**src/rtl/pipe_credit_sink.sv**
```systemverilog
// rtl/pipe_credit_sink.sv - credit-gated issue and in-order result FIFO for fixed-latency valid-only pipelines
//
// Sits on both ends of a pipeline that cannot stall. Arguments are issued
// only while credits remain. Every result beat is captured into a local
// FIFO without a ready check. Results drain to the consumer over a
// valid/ready stream. A credit returns only when the consumer pops a result,
// so the FIFO cannot overflow while the pipeline returns exactly one result
// per issued argument.
//
// Parameters:
//   WIDTH     result data width
//   DEPTH     FIFO entries (power of two, >= 2); also the total credit count
//
// Ports:
//   clk       clock
//   rst       synchronous, active-high reset
//   up_vld    requester has an argument set to issue
//   up_rdy    issue permitted (credit available); decoded from a register
//   arg_vld   argument valid into the pipeline (up_vld & up_rdy)
//   res_vld   result beat from the pipeline
//   res       result data
//   out_vld   FIFO non-empty
//   out_rdy   consumer accepts the head entry
//   out_data  FIFO head entry (don't-care while out_vld is low)
//   err       sticky protocol error; exists only with PIPE_CREDIT_SINK_ERR_EN
//
// Optional feature macro: PIPE_CREDIT_SINK_ERR_EN
//   When defined, result beats that cannot be legal (nothing in flight, or
//   FIFO full with no same-cycle pop) are dropped and set err until reset.

`timescale 1ns/1ps

module pipe_credit_sink #(
    parameter int WIDTH = 32,
    parameter int DEPTH = 16
) (
    input  logic             clk,
    input  logic             rst,
    input  logic             up_vld,
    output logic             up_rdy,
    output logic             arg_vld,
    input  logic             res_vld,
    input  logic [WIDTH-1:0] res,
    output logic             out_vld,
    input  logic             out_rdy,
    output logic [WIDTH-1:0] out_data
`ifdef PIPE_CREDIT_SINK_ERR_EN
    ,
    output logic             err
`endif
);

    // Counters must hold the value DEPTH itself, pointers only 0..DEPTH-1.
    localparam int CW = $clog2(DEPTH + 1);
    localparam int AW = $clog2(DEPTH);

    localparam logic [CW-1:0] DEPTH_C = CW'(DEPTH);
    localparam logic [CW-1:0] CNT_ONE = CW'(1);
    localparam logic [AW-1:0] PTR_ONE = AW'(1);

    logic [CW-1:0]    credits;
    logic [CW-1:0]    inflight;
    logic [CW-1:0]    count;
    logic [AW-1:0]    wr_ptr;
    logic [AW-1:0]    rd_ptr;
    logic [WIDTH-1:0] mem [DEPTH];

    logic issue;
    logic pop;
    logic wr_en;

    // up_rdy depends only on the credit register, so there is no
    // combinational path from out_rdy through to the issue side.
    assign up_rdy   = (credits != '0);
    assign issue    = up_vld & up_rdy;
    assign arg_vld  = issue;

    assign out_vld  = (count != '0);
    assign pop      = out_vld & out_rdy;
    assign out_data = mem[rd_ptr];

`ifdef PIPE_CREDIT_SINK_ERR_EN
    logic beat_bad;

    // A beat with nothing in flight, or one landing on a full FIFO that is
    // not also being popped this cycle, would corrupt state: drop it.
    assign beat_bad = res_vld & ((inflight == '0) | ((count == DEPTH_C) & ~pop));
    assign wr_en    = res_vld & ~beat_bad;

    always_ff @(posedge clk) begin
        if (rst) begin
            err <= 1'b0;
        end else if (beat_bad) begin
            err <= 1'b1;
        end
    end
`else
    assign wr_en = res_vld;
`endif

    // Credits: spent on issue, returned on pop; both together cancel.
    always_ff @(posedge clk) begin
        if (rst) begin
            credits <= DEPTH_C;
        end else if (issue != pop) begin
            credits <= issue ? (credits - CNT_ONE) : (credits + CNT_ONE);
        end
    end

    // Arguments inside the pipeline: issued but not yet returned.
    always_ff @(posedge clk) begin
        if (rst) begin
            inflight <= '0;
        end else if (issue != wr_en) begin
            inflight <= issue ? (inflight + CNT_ONE) : (inflight - CNT_ONE);
        end
    end

    // FIFO occupancy: write and pop together cancel, even at full or empty.
    always_ff @(posedge clk) begin
        if (rst) begin
            count <= '0;
        end else if (wr_en != pop) begin
            count <= wr_en ? (count + CNT_ONE) : (count - CNT_ONE);
        end
    end

    // Pointers roll over naturally because DEPTH is a power of two.
    always_ff @(posedge clk) begin
        if (rst) begin
            wr_ptr <= '0;
        end else if (wr_en) begin
            wr_ptr <= wr_ptr + PTR_ONE;
        end
    end

    always_ff @(posedge clk) begin
        if (rst) begin
            rd_ptr <= '0;
        end else if (pop) begin
            rd_ptr <= rd_ptr + PTR_ONE;
        end
    end

    // Storage is not reset; an entry is only read after it has been written.
    always_ff @(posedge clk) begin
        if (wr_en) begin
            mem[wr_ptr] <= res;
        end
    end

endmodule

```
**config.mk**
```make
export PLATFORM = sky130hd
export DESIGN_NAME = pipe_credit_sink
export DESIGN_NICKNAME = d
export VERILOG_FILES = /design/src/rtl/pipe_credit_sink.sv
export SDC_FILE = /design/constraint.sdc
export NUM_CORES = 1
export LEC_CHECK = 0
export ABC_AREA = 1
export CELL_PAD_IN_SITES_DETAIL_PLACEMENT = 1
export CELL_PAD_IN_SITES_GLOBAL_PLACEMENT = 1
export CORE_ASPECT_RATIO = 1.25
export CORE_UTILIZATION = 50
export CTS_BUF_LIST = sky130_fd_sc_hd__clkbuf_4
export DETAILED_ROUTE_END_ITERATION = 12
export GPL_TIMING_DRIVEN = 1
export PLACE_DENSITY = 0.86
export SYNTH_ARGS = -nofsm -noshare
export SYNTH_HDL_FRONTEND = slang
export SYNTH_SLANG_ARGS = --single-unit
```
**constraint.sdc**
```tcl
create_clock -name clk -period 8.3 [get_ports clk]
set_input_delay 1.66 -clock clk [delete_from_list [all_inputs] [get_ports clk]]
set_output_delay 1.66 -clock clk [all_outputs]
set_load 0.01 [all_outputs]
```
* After elaboration in Yosys (flattened, before gate mapping)
Memories as Yosys holds them, arrays and structs flattened. A register that Yosys moved wholly into a read port is not among the register bits.
Index checks and enable logic that the tools add are counted.
** Word-level totals
- Flip-flop bits (word level) :: 18
- Bits in writable memories :: 512
- Memories kept :: 1
** Operators by class
- $add $sub $neg :: 6
- Equality and inequality tests :: 2
- Muxes and demuxes :: 6
- Bitwise gates (word level) :: 2
- Reduce and logical (&&, ||, !) cells :: 2
** Memories
- mem :: words 16, bits a word 32, rd ports 1, clocked after memory_dff 1, wr ports 1, line 66 : logic [WIDTH-1:0] mem [DEPTH];
** Operator list (count)
- $add 5x1->5 const B :: 2
- $mux 5 :: 2
- $reduce_bool 5->1 :: 2
- $sub 5x1->5 const B :: 2
- $add 4x1->4 const B :: 2
- $mux 4 :: 2
- $and 1x1->1 :: 2
- $mux 1 :: 2
- $ne 1x1->1 :: 2

* Logic depth before layout (Yosys ltp)
- Word-level depth :: 4
- Mapped depth :: 13
- Gate-level depth less buffers :: 13

* Worst setup path before layout
No wires, ideal clock.
- Path kind :: input-to-reg
- From :: input port res_vld
- To :: memory mem[11][0] (enable)
- Setup time :: 421 ps
- Data arrival time :: 3344 ps
- Path slack :: 4535 ps
- Cell stages on the path :: 3
- Path through :: buf_2 -> nand2_1 -> nor2_1
** Between the ends
- Cells in the longest elaborated chain, start to end :: 2
** RTL lines
- from (decl) :: line 42 : input logic res_vld,
- $mux 1 :: line 147 : if (wr_en) begin
- $mux 1 (implied by the code) :: line 148 : mem[wr_ptr] <= res;
- to (decl) :: line 66
No other way between the ends.

==> results.yml <==
global_routing:
  grt.busiest_layer: "met2"
  gr-usage-all-layers: 0.275
  grtUsageMet3: 0.0627
  grt_pass1_vias: 16300
  antenna_found_initial: 4
  use_met1: 0.323
  use_met2: 0.464
  grt_pass1_wl_um: 92100
  grt_max_degree: 220
  grt_remaining_overflow: 0
layout:
  final_layout_size_suffix_gt1_frac: 0.123
  layout_commonest_cell: "edfxtp_1"
  fillers: 4417
  nNetsFinal: 1961
  multi_input_area_um2: 4630
  syn2layout_area_growth_pct: 12.0
  final_cell_mix: "edfxtp_1 (512), inv_1 (279), nand3_1 (200)"
  register_area_um2: 15800
power_and_ir_drop:
  ir_drop_uv: 148
  finalPower_mw: 6.44
  p_leak_nw: 9.00
  p_per_area_nw_per_um2: 259
critical_path:
  worst_path_most_repeated_cell: "nand3_1"
  critPathMaxStageDelay_ns: 1.03
  crit_type: "register to primary output"
  end_kind: "primary output"
  rrSetupSlack_ns: 5.93
  crit_path_max_fanout: 219
  crit_required_ns: 6.64
  path_cells: "buf_12, o211ai_1, nand3_1, nand3_1, nand2_1, clkdlybuf4s50_1"
  r2r-start: "wr_ptr[0]"
  r2r_cells: 5
  cp-start-kind: "register"
  worst_path_max_delay_cell: "dfxtp_4"
  worstPathArrival_ns: 3.98
  worstReg2RegEnd: "mem[14][29]"
clock_tree:
  postCtsResizedCells: 0
  cts_tree: "done"
  postCtsHoldBufs: 0
  htree_num_levels: 4
  cts_buffers: 131
  clkSinkCount: 534
  clk_transition_reported_paths_ns: 0.07
  ctsRootBufferMaster: "clkbuf_4"
  clock_path_buffers: 3
  post_cts_buffers: 0
  insertion_delay_ns: 0.91
detailed_routing:
  wl_per_cell_um: 23.7
  vias: 14900
  ant_nets: 0
  first_iter_violations: 1475
  drtPass1Iterations: 5
  postRouteWirelength_um: 61000
  viasPerCell: 5.81
  drc: 0
sta:
  finalWorstSetupSlack_ns: 2.66
  slew_viol_final: 0
  fmax_mhz: 177
  min_period_ns: 5.64
  finalCritPeriodShare: 0.679
  slew_headroom: 0.275
  setup-tns-final_ns: 0
  finClkSkew_ns: 0.0639
  hold_violations: 0
  rsz0062_at_grt: "no"
  setup_viol: 0
  worstMarginPinSlew_ns: 1.09
die:
  die_w_um: 190
  rows: 85
  die_area_um2: 45200
  initial_core_util: 0.511
  io_pins: 72
  die_h_um: 237
  coreArea_um2: 43400
placed_design:
  hpwl_um: 31900
  port_buffers: 71
  place.gp.congestion: 0.757
  dp_slack_ns: 3.65
run_status:
  status: "finished clean"
worst_hold_path:
  hp-class: "register to register"
  whs_endpoint: "credits[4]"
  hold_depth: 2
  worstHoldStart: "credits[4]"
synth:
  yosys_warnings: 0
  synth_nets: 1841
  synth_cell_types: 28
  ys_seq_area_frac: 0.714
  netlist_instances: 1791
  synth_area_per_cell_um2: 12.4
  synth_area_leaders: "edfxtp_1 (69%), inv_1 (4.7%), nand3_1 (4.5%)"
  synth_top_cell_area_share: 0.694
  syn_area_um2: 22200
  ys_ff_latch: 534
  synth_top_area_cell: "edfxtp_1"
flow_run:
  cap_violations: 0
## worst max-delay path by stage
stage,end,slack (ns)
final,out_data[18],2.66
after global routing,out_data[20],2.47
after CTS,out_data[27],2.67
after detailed placement,out_data[26],3.65
after global placement,arg_vld,3.71
after floorplan,mem[11][0],4.53
## final cells by class
type	instances	share of cell area
sequential	534	0.638
timing repair buffer	94	0.0371
tap	565	0.0285
inverter	281	0.0425
clock buffer	191	0.0578
multi-input combinational	869	0.186
antenna	2	0.000202
clock inverter	34	0.00953
## kinds of logic after synthesis
| family | Yosys count | synth area share |
|---|---|---|
| AND/OR/NAND/NOR | 445 | 0.0870 |
| XOR/XNOR | 5 | 0.00198 |
| buffers and inverters | 388 | 0.0828 |
| AO/OA/AOI/OAI | 406 | 0.106 |
| flip-flops | 534 | 0.714 |
| adder cells (fa/ha/maj) | 13 | 0.00802 |
## power breakdown
group / leakage, nW / total, mW / internal, mW / switching (mW)
clock: 0.994 / 2.24 / 1.18 / 1.06
combinational: 3.20 / 1.10 / 0.409 / 0.690
sequential: 4.81 / 3.10 / 3.00 / 0.0974
total: 9.00 / 6.44 / 4.59 / 1.85
## flip-flops by register name, summed over array words and instances, names as in the netlist, named ones only
register	cells
count	5
credits	5
mem	512
rd_ptr	4
wr_ptr	4
## metrics by stage
stage	instance area (um2)	hold slack, ns	cells	util
6_report	24800	0.462	2570	0.572
5_1_grt	24800	0.512	2570	0.572
4_1_cts	24800	0.468	2568	0.572
3_5_place_dp	23100	0.453	2343	0.533
3_3_place_gp	23100	0.438	2343	0.533
2_1_floorplan	22200	0.428	1791	-
## worst max-delay path, delay by kind of cell, from the launching register on
family,cells,cell delay [ns]
flops,1,1.03
simple gates,3,0.42
compound gates,1,0.26
buf+inv,2,1.13
## layer usage
| metal | vias to the layer above | share of wire |
|---|---|---|
| li1 | 6618 | - |
| met1 | 7445 | 0.37 |
| met2 | 668 | 0.52 |
| met3 | 185 | 0.074 |
| met4 | 4 | 0.042 |
| met5 | - | 0.00036 |
## Yosys cell counts
| library cell | n |
|---|---|
| buf_6 | 33 |
| buf_2 | 24 |
| o21ai_0 | 95 |
| inv_2 | 1 |
| clkbuf_2 | 6 |
| inv_1 | 280 |
| nand3_1 | 200 |
| xnor2_1 | 2 |
| o21ai_1 | 45 |
| clkbuf_1 | 26 |
| nand2_2 | 1 |
| clkbuf_8 | 4 |
| o21bai_1 | 1 |
| edfxtp_1 | 512 |
| o21a_1 | 1 |
| o211ai_1 | 128 |
| xor2_1 | 3 |
| or2_2 | 1 |
| buf_8 | 2 |
| buf_1 | 4 |
| a21oi_1 | 136 |
| nor3_1 | 2 |
| ha_1 | 11 |
| buf_4 | 8 |
| fa_1 | 2 |
| nand2_1 | 196 |
| nor2_1 | 45 |
| dfxtp_1 | 22 |
Power figures use the tool's default switching activity.
